File: config.mk
export PLATFORM = sky130hd
export DESIGN_NAME = dmem_arbiter_flat
export DESIGN_NICKNAME = d
export VERILOG_FILES = /design/src/rtl/dmem_arbiter_if.sv /design/src/rtl/dmem_arbiter.sv /design/src/flat_wrapper.sv
export SDC_FILE = /design/constraint.sdc
export NUM_CORES = 1
export LEC_CHECK = 0
export BUFFER_PORTS_ARGS = -buffer_cell sky130_fd_sc_hd__buf_2
export CAP_MARGIN = 10
export CORE_MARGIN = 4
export CORE_UTILIZATION = 35
export DETAILED_ROUTE_END_ITERATION = 12
export PLACE_DENSITY = 0.71
export SLEW_MARGIN = 10
export SYNTH_ARGS = -nofsm -noshare
export SYNTH_HDL_FRONTEND = slang
export SYNTH_SLANG_ARGS = --single-unit
export TNS_END_PERCENT = 20
File: constraint.sdc
create_clock -name clk -period 3.3 [get_ports clk]
set_input_delay 0.165 -clock clk [delete_from_list [all_inputs] [get_ports clk]]
set_output_delay 0.165 -clock clk [all_outputs]
set_load 0.03 [all_outputs]
File: src/rtl/dmem_arbiter_if.sv
// rtl/dmem_arbiter_if.sv - request, response and memory-side signals of the data-memory arbiter
interface dmem_arbiter_if #(
    parameter int ADDR_W = 10,
    parameter int DATA_W = 32
);
    logic              cpu_req;
    logic              cpu_we;
    logic [ADDR_W-1:0] cpu_addr;
    logic [DATA_W-1:0] cpu_wdata;
    logic [2:0]        cpu_funct3;
    logic              cpu_stall;
    logic              cpu_rvalid;
    logic              cpu_err;
    logic [DATA_W-1:0] cpu_rdata;

    logic              dma_req;
    logic              dma_we;
    logic [ADDR_W-1:0] dma_addr;
    logic [DATA_W-1:0] dma_wdata;
    logic [2:0]        dma_funct3;
    logic              dma_gnt;
    logic              dma_rvalid;
    logic              dma_err;
    logic [DATA_W-1:0] dma_rdata;

    logic              m_read;
    logic              m_write;
    logic [ADDR_W-1:0] m_addr;
    logic [DATA_W-1:0] m_wdata;
    logic [2:0]        m_funct3;
    logic [DATA_W-1:0] m_rdata;

    modport slave (
        input  cpu_req, cpu_we, cpu_addr, cpu_wdata, cpu_funct3,
        output cpu_stall, cpu_rvalid, cpu_err, cpu_rdata,
        input  dma_req, dma_we, dma_addr, dma_wdata, dma_funct3,
        output dma_gnt, dma_rvalid, dma_err, dma_rdata,
        output m_read, m_write, m_addr, m_wdata, m_funct3,
        input  m_rdata
    );

    modport master (
        output cpu_req, cpu_we, cpu_addr, cpu_wdata, cpu_funct3,
        input  cpu_stall, cpu_rvalid, cpu_err, cpu_rdata,
        output dma_req, dma_we, dma_addr, dma_wdata, dma_funct3,
        input  dma_gnt, dma_rvalid, dma_err, dma_rdata,
        input  m_read, m_write, m_addr, m_wdata, m_funct3,
        output m_rdata
    );
endinterface

File: src/rtl/dmem_arbiter.sv
// rtl/dmem_arbiter.sv - CPU/DMA arbiter for the single-port data memory with starvation guard and access checks
module dmem_arbiter #(
    parameter int ADDR_W     = 10,
    parameter int DATA_W     = 32,
    parameter int STARVE_MAX = 4
) (
    input  logic          clk,
    input  logic          reset,
    dmem_arbiter_if.slave bus
);
    localparam logic [3:0] STARVE_LIM = 4'(STARVE_MAX);

    logic [3:0]        starve_cnt;
    logic              cpu_gnt;
    logic              dma_gnt;
    logic              sel_we;
    logic [ADDR_W-1:0] sel_addr;
    logic [DATA_W-1:0] sel_wdata;
    logic [2:0]        sel_funct3;
    logic              legal;
    logic              cpu_load;
    logic              dma_load;

    logic              cpu_rvalid_q;
    logic              cpu_err_q;
    logic [DATA_W-1:0] cpu_rdata_q;
    logic              dma_rvalid_q;
    logic              dma_err_q;
    logic [DATA_W-1:0] dma_rdata_q;

    // DMA wins when alone or once the CPU has used up its streak allowance
    always_comb begin
        dma_gnt = ~reset & bus.dma_req & (~bus.cpu_req | (starve_cnt == STARVE_LIM));
        cpu_gnt = ~reset & bus.cpu_req & ~dma_gnt;
    end

    always_comb begin
        sel_we     = 1'b0;
        sel_addr   = '0;
        sel_wdata  = '0;
        sel_funct3 = 3'b000;
        if (dma_gnt) begin
            sel_we     = bus.dma_we;
            sel_addr   = bus.dma_addr;
            sel_wdata  = bus.dma_wdata;
            sel_funct3 = bus.dma_funct3;
        end else if (cpu_gnt) begin
            sel_we     = bus.cpu_we;
            sel_addr   = bus.cpu_addr;
            sel_wdata  = bus.cpu_wdata;
            sel_funct3 = bus.cpu_funct3;
        end
    end

    // Unsigned byte/halfword forms exist only for loads
    always_comb begin
        legal = 1'b0;
        case (sel_funct3)
            3'b000:  legal = 1'b1;
            3'b001:  legal = ~sel_addr[0];
            3'b010:  legal = (sel_addr[1:0] == 2'b00);
            3'b100:  legal = ~sel_we;
            3'b101:  legal = ~sel_we & ~sel_addr[0];
            default: legal = 1'b0;
        endcase
    end

    assign cpu_load = cpu_gnt & legal & ~sel_we;
    assign dma_load = dma_gnt & legal & ~sel_we;

    assign bus.m_read    = (cpu_gnt | dma_gnt) & legal & ~sel_we;
    assign bus.m_write   = (cpu_gnt | dma_gnt) & legal & sel_we;
    assign bus.m_addr    = sel_addr;
    assign bus.m_wdata   = sel_wdata;
    assign bus.m_funct3  = sel_funct3;
    assign bus.cpu_stall = bus.cpu_req & ~cpu_gnt;
    assign bus.dma_gnt   = dma_gnt;

    always_ff @(posedge clk or posedge reset) begin
        if (reset) begin
            starve_cnt   <= 4'd0;
            cpu_rvalid_q <= 1'b0;
            cpu_err_q    <= 1'b0;
            cpu_rdata_q  <= '0;
            dma_rvalid_q <= 1'b0;
            dma_err_q    <= 1'b0;
            dma_rdata_q  <= '0;
        end else begin
            if (dma_gnt | ~bus.dma_req) begin
                starve_cnt <= 4'd0;
            end else if (cpu_gnt && starve_cnt != STARVE_LIM) begin
                starve_cnt <= starve_cnt + 4'd1;
            end
            cpu_rvalid_q <= cpu_load;
            cpu_err_q    <= cpu_gnt & ~legal;
            dma_rvalid_q <= dma_load;
            dma_err_q    <= dma_gnt & ~legal;
            if (cpu_load) cpu_rdata_q <= bus.m_rdata;
            if (dma_load) dma_rdata_q <= bus.m_rdata;
        end
    end

    assign bus.cpu_rvalid = cpu_rvalid_q;
    assign bus.cpu_err    = cpu_err_q;
    assign bus.cpu_rdata  = cpu_rdata_q;
    assign bus.dma_rvalid = dma_rvalid_q;
    assign bus.dma_err    = dma_err_q;
    assign bus.dma_rdata  = dma_rdata_q;
endmodule

File: src/flat_wrapper.sv
// flat-port wrapper written by rule: the top's interface ports become plain ports
module dmem_arbiter_flat 
#(
    parameter int ADDR_W     = 10,
    parameter int DATA_W     = 32,
    parameter int STARVE_MAX = 4
)
  (clk, reset, bus_cpu_req, bus_cpu_we, bus_cpu_addr, bus_cpu_wdata, bus_cpu_funct3, bus_cpu_stall, bus_cpu_rvalid, bus_cpu_err, bus_cpu_rdata, bus_dma_req, bus_dma_we, bus_dma_addr, bus_dma_wdata, bus_dma_funct3, bus_dma_gnt, bus_dma_rvalid, bus_dma_err, bus_dma_rdata, bus_m_read, bus_m_write, bus_m_addr, bus_m_wdata, bus_m_funct3, bus_m_rdata);
  dmem_arbiter_if #(.ADDR_W(ADDR_W), .DATA_W(DATA_W)) bus_i ();
  input  logic clk;
  input  logic reset;
  input wire logic [$bits(bus_i.cpu_req)-1:0] bus_cpu_req;
  input wire logic [$bits(bus_i.cpu_we)-1:0] bus_cpu_we;
  input wire logic [$bits(bus_i.cpu_addr)-1:0] bus_cpu_addr;
  input wire logic [$bits(bus_i.cpu_wdata)-1:0] bus_cpu_wdata;
  input wire logic [$bits(bus_i.cpu_funct3)-1:0] bus_cpu_funct3;
  output wire logic [$bits(bus_i.cpu_stall)-1:0] bus_cpu_stall;
  output wire logic [$bits(bus_i.cpu_rvalid)-1:0] bus_cpu_rvalid;
  output wire logic [$bits(bus_i.cpu_err)-1:0] bus_cpu_err;
  output wire logic [$bits(bus_i.cpu_rdata)-1:0] bus_cpu_rdata;
  input wire logic [$bits(bus_i.dma_req)-1:0] bus_dma_req;
  input wire logic [$bits(bus_i.dma_we)-1:0] bus_dma_we;
  input wire logic [$bits(bus_i.dma_addr)-1:0] bus_dma_addr;
  input wire logic [$bits(bus_i.dma_wdata)-1:0] bus_dma_wdata;
  input wire logic [$bits(bus_i.dma_funct3)-1:0] bus_dma_funct3;
  output wire logic [$bits(bus_i.dma_gnt)-1:0] bus_dma_gnt;
  output wire logic [$bits(bus_i.dma_rvalid)-1:0] bus_dma_rvalid;
  output wire logic [$bits(bus_i.dma_err)-1:0] bus_dma_err;
  output wire logic [$bits(bus_i.dma_rdata)-1:0] bus_dma_rdata;
  output wire logic [$bits(bus_i.m_read)-1:0] bus_m_read;
  output wire logic [$bits(bus_i.m_write)-1:0] bus_m_write;
  output wire logic [$bits(bus_i.m_addr)-1:0] bus_m_addr;
  output wire logic [$bits(bus_i.m_wdata)-1:0] bus_m_wdata;
  output wire logic [$bits(bus_i.m_funct3)-1:0] bus_m_funct3;
  input wire logic [$bits(bus_i.m_rdata)-1:0] bus_m_rdata;
  assign bus_i.cpu_req = bus_cpu_req;
  assign bus_i.cpu_we = bus_cpu_we;
  assign bus_i.cpu_addr = bus_cpu_addr;
  assign bus_i.cpu_wdata = bus_cpu_wdata;
  assign bus_i.cpu_funct3 = bus_cpu_funct3;
  assign bus_cpu_stall = bus_i.cpu_stall;
  assign bus_cpu_rvalid = bus_i.cpu_rvalid;
  assign bus_cpu_err = bus_i.cpu_err;
  assign bus_cpu_rdata = bus_i.cpu_rdata;
  assign bus_i.dma_req = bus_dma_req;
  assign bus_i.dma_we = bus_dma_we;
  assign bus_i.dma_addr = bus_dma_addr;
  assign bus_i.dma_wdata = bus_dma_wdata;
  assign bus_i.dma_funct3 = bus_dma_funct3;
  assign bus_dma_gnt = bus_i.dma_gnt;
  assign bus_dma_rvalid = bus_i.dma_rvalid;
  assign bus_dma_err = bus_i.dma_err;
  assign bus_dma_rdata = bus_i.dma_rdata;
  assign bus_m_read = bus_i.m_read;
  assign bus_m_write = bus_i.m_write;
  assign bus_m_addr = bus_i.m_addr;
  assign bus_m_wdata = bus_i.m_wdata;
  assign bus_m_funct3 = bus_i.m_funct3;
  assign bus_i.m_rdata = bus_m_rdata;
  dmem_arbiter #(.ADDR_W(ADDR_W), .DATA_W(DATA_W), .STARVE_MAX(STARVE_MAX)) u_core (.clk(clk), .reset(reset), .bus(bus_i));
endmodule
### Yosys cells after proc, flatten, opt, wreduce, memory -nomap -nowiden

Cells that the tools add are included.

* flip-flop bits (word level): 72
* input bits: 128
* output and inout bits: 117
* logic and storage cells: 55

* $add $sub $neg: 1
* eq/ne operators: 6
* muxes and demuxes: 11
* bitwise logic cells: 26
* reductions and logical operators: 4

Operator list (count)
* 2-to-1 mux 32 bit: 2
* 2-to-1 mux 10 bit: 2
* AND 1 bit: 15
* 2-to-1 mux 4 bit: 2
* inverter 1 bit: 8
* equality test 3 bit, second input constant: 2
* 2-to-1 mux 3 bit: 2
* one-hot mux 1 bit (5 select lines): 1
* adder 4 x 1 -> 4 bit, second input constant: 1
* equality test 4 x 3 -> 1 bit, second input constant: 1
* != test 4 x 3 -> 1 bit, second input constant: 1
* equality test 3 x 1 -> 1 bit, second input constant: 1
* equality test 3 x 2 -> 1 bit, second input constant: 1
* logical NOT 3 bit: 1
* bitwise OR 1 bit: 3
* logical NOT 2 bit: 1
* 2-to-1 mux 1 bit: 2
* nonzero test 2 bit: 1
* logical AND 1 bit: 1

### Depth between registers and ports, before layout

Gate-level depths: netlist of the first run.

* depth after elaboration: 12
* mapped depth: 8
* mapped depth without buffers: 7

### Least setup slack after synthesis of the first run

No wires, ideal clock.

* kind: reg-to-output
* start point: register u_core.starve_cnt[0]
* end point: output port bus_m_read
* arrival: 2.608 ns
* required time: 3.135 ns
* path slack: 0.527 ns
* cell stages (with the launch flop): 8
* cell sequence: dfrtp_1 inv_1 ha_1 nand3b_1 a21oi_1 a222oi_1 nor2_1 nor4_1

* word-level cells in the longest chain between the ends: 12
* elaborated cells on any way between the ends: 24
* classes of those cells: eq/ne (5); mux (7); bitwise (10); reduce/logical (2)

Ends and longest elaborated chain
* from (decl): RTL line dmem_arbiter.sv:13 `logic [3:0] starve_cnt;`
* from (signal assigned): RTL line dmem_arbiter.sv:92 `starve_cnt <= starve_cnt + 4'd1;`
* equality test 4 x 3 -> 1 bit (*): RTL line dmem_arbiter.sv:33 `dma_gnt = ~reset & bus.dma_req & (~bus.cpu_req | (starve_cnt == STARVE_LIM));`
* bitwise OR 1 bit (*): RTL line dmem_arbiter.sv:33
* AND 1 bit (*): RTL line dmem_arbiter.sv:33
* inverter 1 bit: RTL line dmem_arbiter.sv:34 `cpu_gnt = ~reset & bus.cpu_req & ~dma_gnt;`
* AND 1 bit: RTL line dmem_arbiter.sv:34
* 2-to-1 mux 1 bit or 2-to-1 mux 10 bit (tied branches): RTL line dmem_arbiter.sv:47 `end else if (cpu_gnt) begin`
* 2-to-1 mux 1 bit or 2-to-1 mux 10 bit (tied branches): RTL line dmem_arbiter.sv:42 `if (dma_gnt) begin`
* inverter 1 bit, on equally long branches
* AND 1 bit: RTL line dmem_arbiter.sv:63 `3'b101: legal = ~sel_we & ~sel_addr[0];`
* one-hot mux 1 bit (5 select lines): RTL line dmem_arbiter.sv:58 `case (sel_funct3)`
* AND 1 bit: RTL line dmem_arbiter.sv:71 `assign bus.m_read = (cpu_gnt | dma_gnt) & legal & ~sel_we;`
* AND 1 bit (*): RTL line dmem_arbiter.sv:71
* to (decl): RTL line flat_wrapper.sv:30 `output wire logic [$bits(bus_i.m_read)-1:0] bus_m_read;`

Every way passes the cells marked *; elsewhere a longest branch is shown, timed or not.

### Worst setup path in the final report of the first run

Same ends and word-level chain as after synthesis.

==> reports/qor.yml, run 1 <==
status:
  status: "complete, no violations"
min_path:
  holdCritStartpoint: "bus_m_rdata[13]"
  whs_endpoint: "u_core.bus.cpu_rdata[13]$_DFFE_PP0P_"
  hold_path_class: "input port to flop"
  whs_path_depth: 2
pwr:
  p_total_mw: 3.013
  p_leak_nw: 2.630
  powerDensity_nw_per_um2: 610.2
  peakVddDrop_uv: 360.0
sta:
  relSlewSlack: 0.2733
  finalMaxSlewViolations: 0
  fin_crit_sh: 0.9324
  fin_skew_ns: 0.007586
  fin_tns_setup_ns: 0
  max_freq_mhz: 325.0
  grt_setup_unrepaired: "false"
  setup_viol: 0
  worst_slew_pin_slew_ns: 1.086
  period_minus_slack_ns: 3.077
  hold_violations: 0
  whs_ns: 0.05712
worst_setup_path:
  end_kind: "output port"
  r2r_start: "u_core.starve_cnt[0]$_DFFE_PP0P_"
  worstPathArrival_ns: 2.91
  r2r-end: "u_core.bus.dma_rdata[3]$_DFFE_PP0P_"
  criticalPathCategory: "flop to output port"
  critPathLaunchType: "flop"
  worstPathMaxFanout: 4
  ff2ff_path_depth: 7
  required_ns: 3.13
  rrSetupSlack_ns: 0.37
  crit_start: "u_core.starve_cnt[0]$_DFFE_PP0P_"
final_layout:
  utilization: 0.5319
  multiInputGateArea_sq_um: 1468
  areaGrowthSynthToFinish_pct: 47.28
  drive_gt1_frac: 0.6707
  regArea_sq_um: 1802
  antennaDiodeCount: 0
  final_nets: 623
  fin_area_sq_um: 4938
  fillCellCount: 852
grt:
  antenna_found_initial: 0
  grt_overflow: 0
  busiest_layer: "met2"
  met3_usage: 0.06920
  grt_max_degree: 47
  grt_first_pass_wirelength_um: 18770
  grt_use_met2: 0.3798
  use_met1: 0.2716
  grt_use_total: 0.2199
  grt_pass1_vias: 3208
place:
  dp_hpwl_um: 10150
  gp_congestion: 0.8980
  dpl_cell_area_sq_um: 4720
  io_buffers: 244
floorplanning:
  core-area_sq_um: 9284
  rows: 35
  start_util: 0.3612
  ios: 245
  fp.dieArea_sq_um: 11210
  die_x_um: 105.9
  die_height_um: 105.9
yosys:
  synth_edf_count: 0
  synth_top_cell_area_share: 0.5373
  synth_most_common_cell: "dfrtp_1"
  ys_ff_latch: 72
  synth_cell_types: 35
  synth.net_count: 380
  synth_area_leaders: "dfrtp_1, mux2_2, a22o_1"
  syn_area_sq_um: 3353
  yosysWarnings: 0
  synth_ff_type: "dfrtp_1"
  synth-seq-area-share: 0.5373
  postSynthCellCount: 250
  netlist.top_cell.by_area: "dfrtp_1"
  syn_avg_cell_area_sq_um: 13.41
  yosys-top-cells-count: "dfrtp_1, mux2_2, a22o_1"
  async_flop_share: 1.000
route:
  wl_um: 12520
  ant_nets: 0
  vias: 3143
  drc: 0
  drt_first_pass_iters: 4
  wl_per_cell_um: 19.96
  drt_iter0_markers: 166
  viasPerCell: 5.013
cts:
  cts_tree: "done"
  cts.sinks: 72
  clk_latency_ns: 0.35
  cts_buffers: 9
  clkSlewWorstSetupHoldPaths_ns: 0.08
  cts-hold-fix-buffers: 0
  root_buffer: "clkbuf_8"
  cts_setup_buffers: 0
  htree_levels: 3
  clockBufferDepth: 2
  post_cts_resized: 0
flow_run:
  max_cap_viol_count: 0
[layer usage]
metal / part of all wire / routed length, um
met5: 0 / 0
met2: 0.51 / 6407
met4: 0.0077 / 96
met3: 0.096 / 1197
met1: 0.38 / 4816
[layout make-up]
type | count | area share
inverters | 6 | 0.004560
clock inverters | 6 | 0.01850
well taps | 129 | 0.03268
clock buffers | 10 | 0.02584
flip-flops and latches | 72 | 0.3648
multi-input cells | 154 | 0.2972
repair buffers | 250 | 0.2564
[state kept, by name (all words and copies together), names as in the netlist]
signal / cells
u_core.bus.dma_err: 1
u_core.bus.cpu_rvalid: 1
u_core.bus.dma_rdata: 32
u_core.bus.cpu_err: 1
u_core.bus.cpu_rdata: 32
u_core.bus.dma_rvalid: 1
u_core.starve_cnt: 4
[kinds of logic after synthesis]
kind of cell               synth area share
muxes                                0.2149
and+or+nand+nor                     0.05335
DFF                                  0.5373
AOI/OAI and AO/OA                    0.1515
buffers and inverters               0.03545
adders and majority gates          0.007461
[metrics by stage]
step	setup WS (ns)	instances
finish	0.2229	627
global route	0.01316	627
CTS	0.2339	627
detailed placement	0.3655	611
global placement	0.4831	611
floorplan	0.5267	250
[worst max-delay path: stages (launching register included)]
cell,delay [ns]
dfrtp_1,0.41
inv_1,0.09
ha_1,0.16
and4b_1,0.29
nor3b_1,0.10
a222oi_1,0.82
nor2_1,0.17
nor4_1,0.28
buf_2,0.25
[cell usage in the layout, fill, tap and decap left out, types with 2 or more instances in the layout]
| cell type | netlist | layout |
|---|---|---|
| bufinv_16 | 0 | 2 |
| nor3b_1 | 2 | 2 |
| mux2_2 | 64 | 64 |
| clkbuf_8 | 0 | 9 |
| buf_2 | 4 | 244 |
| inv_1 | 6 | 5 |
| or4_1 | 3 | 3 |
| nor2_1 | 4 | 3 |
| clkinv_4 | 0 | 2 |
| a21boi_0 | 3 | 3 |
| a21o_1 | 2 | 2 |
| nand3b_1 | 2 | 2 |
| dfrtp_1 | 72 | 72 |
| o21ai_0 | 2 | 2 |
| nand2_1 | 2 | 2 |
| ha_1 | 2 | 2 |
| nor2b_1 | 4 | 4 |
| a22o_1 | 45 | 45 |
| buf_4 | 0 | 6 |
| nor4_1 | 2 | 2 |
| nand2b_1 | 2 | 2 |
[worst max-delay path by stage]
stage / to / slack [ns] / cells past startpoint
final: bus_m_read / 0.22 / 8
after global routing: bus_m_read / 0.01 / 8
after floorplan: bus_m_read / 0.53 / 7
after global placement: u_core.bus.dma_rdata[21]$_DFFE_PP0P_ / 0.48 / 7
after detailed placement: u_core.bus.dma_rdata[16]$_DFFE_PP0P_ / 0.37 / 7
after CTS: bus_m_read / 0.23 / 8
[report_power, final]
group	switching, mW	internal (mW)
Combinational	0.713	0.379
Sequential	0.0876	1.07
Clock	0.338	0.430
No activity file was read; power rests on OpenSTA's default activity.
==> run 2: changes to the inputs <==
REMOVE_ABC_BUFFERS = 1   (was default)
==> reports/qor.yml, run 2 (synthesis gave the netlist of run 1 again) <==
final_layout:
  final_nets: 625
  instances_no_fill: 629
  antennaDiodeCount: 0
  fillCellCount: 847
  areaGrowthSynthToFinish_pct: 46.27
  drive_gt1_frac: 0.6720
  mostFrequentLayoutCells: "buf_2, dfrtp_1, mux2_2"
  layout_commonest_cell: "buf_2"
cts:
  cts_tree: "done"
  cts-hold-fix-buffers: 0
  cts.sinks: 72
  clkSlewWorstSetupHoldPaths_ns: 0.08
  cts_buffers: 9
  root_buffer: "clkbuf_8"
  cts_setup_buffers: 0
  htree_levels: 3
  post_cts_resized: 0
  clockBufferDepth: 2
  clk_latency_ns: 0.34
route:
  ant_nets: 0
  drt_iter0_markers: 188
  drc: 0
  vias: 3098
  viasPerCell: 4.925
  wl_um: 11380
  drt_first_pass_iters: 4
  wl_per_cell_um: 18.10
sta:
  finalMaxSlewViolations: 0
  fin_skew_ns: 0.009479
  grt_setup_unrepaired: "false"
  setup_viol: 0
  worst_slew_pin_slew_ns: 0.7001
  period_minus_slack_ns: 2.902
  relSlewSlack: 0.5326
  max_freq_mhz: 344.6
  hold_violations: 0
  fin_crit_sh: 0.8794
floorplanning:
  die_height_um: 105.9
  start_util: 0.3612
  core-area_sq_um: 9284
  die_x_um: 105.9
  rows: 35
  ios: 245
  fp.dieArea_sq_um: 11210
place:
  io_buffers: 244
  dp_cells: 613
  gp_congestion: 0.9109
  dp_hpwl_um: 9246
grt:
  grt_max_degree: 49
  antenna_found_initial: 0
  grt_overflow: 0
  grt_first_pass_wirelength_um: 17770
  grt_use_total: 0.2023
  grt_pass1_vias: 3248
worst_setup_path:
  critPathLaunchType: "flop"
  criticalPathCategory: "flop to output port"
  worstPathMaxFanout: 20
  required_ns: 3.13
  end_kind: "output port"
  worstPathArrival_ns: 2.74
pwr:
  p_leak_nw: 2.610
  p_total_mw: 2.844
  powerDensity_nw_per_um2: 579.8
  peakVddDrop_uv: 354.6
status:
  status: "complete, no violations"
flow_run:
  max_cap_viol_count: 0
min_path:
  hold_path_class: "input port to async pin"
==> run 2: cell types whose count changed in the layout (fill, tap and decap cells not counted), sizes merged <==
cell	previous run	this run
clkinv	3	2
clkinvlp	0	2
bufinv	2	0
buf	250	252
inv	7	8
==> run 2: power breakdown <==
group | internal, mW | switching, mW
Combinational | 0.380 | 0.703
Sequential | 1.07 | 0.0905
Clock | 0.276 | 0.329
==> run 2: area by class of cell <==
class / instances / area (sq um) / area share
Sequential cell: 72 / 1802 / 0.3673
Multi-Input combinational cell: 154 / 1468 / 0.2992
Timing Repair Buffer: 252 / 1281 / 0.2612
Tap cell: 129 / 161.4 / 0.03291
Clock buffer: 10 / 127.6 / 0.02602
Clock inverter: 6 / 42.54 / 0.008673
Inverter: 6 / 22.52 / 0.004592
==> run 2: final timing paths <==
path | from | cells past startpoint | slack [ns] | to
max | u_core.starve_cnt[0]$_DFFE_PP0P_ | 8 | 0.40 | bus_m_read
min | reset | 2 | 0.02 | u_core.bus.dma_rdata[4]$_DFFE_PP0P_
max reg2reg | u_core.starve_cnt[0]$_DFFE_PP0P_ | 8 | 0.59 | u_core.bus.cpu_rdata[24]$_DFFE_PP0P_
min reg2reg | u_core.bus.dma_rdata[16]$_DFFE_PP0P_ | 1 | 0.50 | u_core.bus.dma_rdata[16]$_DFFE_PP0P_
max in group asynchronous | reset | 3 | 2.30 | u_core.bus.cpu_rdata[11]$_DFFE_PP0P_
min in group clk | bus_m_rdata[20] | 2 | 0.07 | u_core.bus.cpu_rdata[20]$_DFFE_PP0P_
==> run 2: layer usage <==
| layer | GRT usage | part of all wire | vias to the layer above |
|---|---|---|---|
| met1 | 0.2265 | 0.36 | 1499 |
| li1 | - | - | 1429 |
| met3 | 0.06797 | 0.087 | 11 |
| met5 | 0 | 0 | - |
| met4 | 0.04995 | 0.018 | 0 |
| met2 | 0.3684 | 0.53 | 159 |
==> run 2: metrics by stage <==
stage          area [sq um]  utilization  setup TNS (ns)  worst slack (ns)  hold slack [ns]
4_1_cts                4905       0.5283               0            0.3689          0.04613
3_3_place_gp           4735       0.5100               0            0.7472           0.4024
5_1_grt                4905       0.5283               0            0.1505          0.04021
6_report               4905       0.5283               0            0.3980          0.02218
3_5_place_dp           4735       0.5100               0            0.5969           0.4062
2_1_floorplan          3257            -         -153.70            -2.022           0.3027
==> run 2: worst max-delay path: stages (launching register included) <==
cell	delay [ns]
dfrtp_1	0.41
inv_1	0.09
ha_1	0.16
and4b_1	0.31
nor2_4	0.14
a22oi_1	0.60
nor2_1	0.19
nor4_1	0.27
buf_2	0.24
==> run 3: changes to the inputs <==
HOLD_SLACK_MARGIN = 0.15   (was default)
==> reports/qor.yml, run 3 (synthesis gave the netlist of run 1 again) <==
status:
  status: "complete, no violations"
final_layout:
  layout_commonest_cell: "buf_2"
  areaGrowthSynthToFinish_pct: 56.42
  mostFrequentLayoutCells: "buf_2, dfrtp_1, mux2_2"
  fillCellCount: 805
  regArea_sq_um: 1802
  fin_area_sq_um: 5245
  multiInputGateArea_sq_um: 1468
  utilization: 0.5650
  final_nets: 659
  drive_gt1_frac: 0.6292
  antennaDiodeCount: 0
min_path:
  whs_path_depth: 3
  holdCritStartpoint: "bus_cpu_req"
  whs_endpoint: "u_core.starve_cnt[2]$_DFFE_PP0P_"
  hold_path_class: "input port to flop"
floorplanning:
  die_x_um: 105.9
  start_util: 0.3612
  fp.dieArea_sq_um: 11210
  die_height_um: 105.9
  rows: 35
  core-area_sq_um: 9284
  ios: 245
worst_setup_path:
  required_ns: 3.13
  r2r_start: "u_core.starve_cnt[0]$_DFFE_PP0P_"
  end_kind: "output port"
  rrSetupSlack_ns: 0.59
  critPathLaunchType: "flop"
  worstPathMaxFanout: 20
  criticalPathCategory: "flop to output port"
  ff2ff_path_depth: 8
  worstPathArrival_ns: 2.74
  r2r-end: "u_core.bus.cpu_rdata[24]$_DFFE_PP0P_"
sta:
  relSlewSlack: 0.5346
  setup_viol: 0
  fin_crit_sh: 0.8810
  finalMaxSlewViolations: 0
  fin_skew_ns: 0.007438
  max_freq_mhz: 343.9
  timing.final.ws_setup_ns: 0.3925
  worst_slew_pin_slew_ns: 0.6971
  hold_violations: 0
  period_minus_slack_ns: 2.907
  grt_setup_unrepaired: "false"
route:
  wl_per_cell_um: 18.11
  drt_first_pass_iters: 4
  wl_um: 12000
  viasPerCell: 4.929
  ant_nets: 0
  drt_iter0_markers: 174
  vias: 3268
  drc: 0
cts:
  root_buffer: "clkbuf_8"
  clockBufferDepth: 2
  htree_levels: 3
  cts_buffers: 9
  clkSlewWorstSetupHoldPaths_ns: 0.07
  cts_tree: "done"
  clk_latency_ns: 0.34
  cts.sinks: 72
grt:
  grt_max_degree: 49
  grt_use_total: 0.2129
  grt_overflow: 0
  grt_first_pass_wirelength_um: 18690
  antenna_found_initial: 0
  grt_pass1_vias: 3469
place:
  io_buffers: 244
  dpl_cell_area_sq_um: 4735
  gp_congestion: 0.9109
  dp_hpwl_um: 9246
  pre_cts_ws_ns: 0.5969
pwr:
  peakVddDrop_uv: 375.1
  powerDensity_nw_per_um2: 551.2
  p_leak_nw: 2.752
flow_run:
  max_cap_viol_count: 0
## run 3: cell types whose count changed in the layout (fill, tap and decap cells not counted), sizes merged
| cell | previous run | this run |
|---|---|---|
| dlygate4sd3 | 0 | 34 |
## run 3: worst max path at each step
stage,startpoint,end,slack (ns),cells past startpoint
after floorplan,u_core.starve_cnt[0]$_DFFE_PP0P_,u_core.bus.cpu_rdata[0]$_DFFE_PP0P_,-2.02,7
after global placement,u_core.starve_cnt[0]$_DFFE_PP0P_,u_core.bus.cpu_rdata[13]$_DFFE_PP0P_,0.75,8
after detailed placement,u_core.starve_cnt[0]$_DFFE_PP0P_,u_core.bus.cpu_rdata[24]$_DFFE_PP0P_,0.60,8
after CTS,u_core.starve_cnt[0]$_DFFE_PP0P_,bus_m_read,0.37,8
after global routing,u_core.starve_cnt[0]$_DFFE_PP0P_,bus_m_read,0.15,8
final,u_core.starve_cnt[0]$_DFFE_PP0P_,bus_m_read,0.39,8
## run 3: layout make-up
| type | instances | area share |
|---|---|---|
| Inverter | 6 | 0.004294 |
| Sequential cell | 72 | 0.3435 |
| Tap cell | 129 | 0.03077 |
| Clock inverter | 6 | 0.008111 |
| Timing Repair Buffer | 286 | 0.3092 |
| Clock buffer | 10 | 0.02433 |
| Multi-Input combinational cell | 154 | 0.2798 |
## run 3: power by group
part           internal (mW)  switching (mW)  total (mW)
combinational          0.406           0.714        1.12
sequential              1.07          0.0946        1.16
clock                  0.276           0.334       0.610
## run 3: repair_timing
item / CTS / global route
hold buffers: 34 / 0
resized for setup: 0 / 0
setup buffers: 0 / 0
endpoints found under the hold margin: 97 / 0
## run 3: metrics by stage
step	setup TNS (ns)	power, mW	hold slack [ns]	instances
6_report	0	2.891	0.2175	663
5_1_grt	0	3.046	0.2433	663
4_1_cts	0	2.914	0.2028	663
3_5_place_dp	0	2.270	0.4062	613
3_3_place_gp	0	2.241	0.4024	613
2_1_floorplan	-153.70	1.864	0.3027	232
## run 3: worst max-delay path: stages (launching register included)
cell and delay [ns]:
dfrtp_1 0.41, inv_1 0.09, ha_1 0.16, and4b_1 0.31, nor2_4 0.14, a22oi_1 0.60, nor2_1 0.19, nor4_1 0.27
buf_2 0.24
## run 3: metal layers
layer	track usage	share of wire	wire (um)
met1	0.2303	0.36	4366
met2	0.3985	0.54	6442
met3	0.06614	0.080	960
met4	0.05735	0.020	235
met5	0	0	0
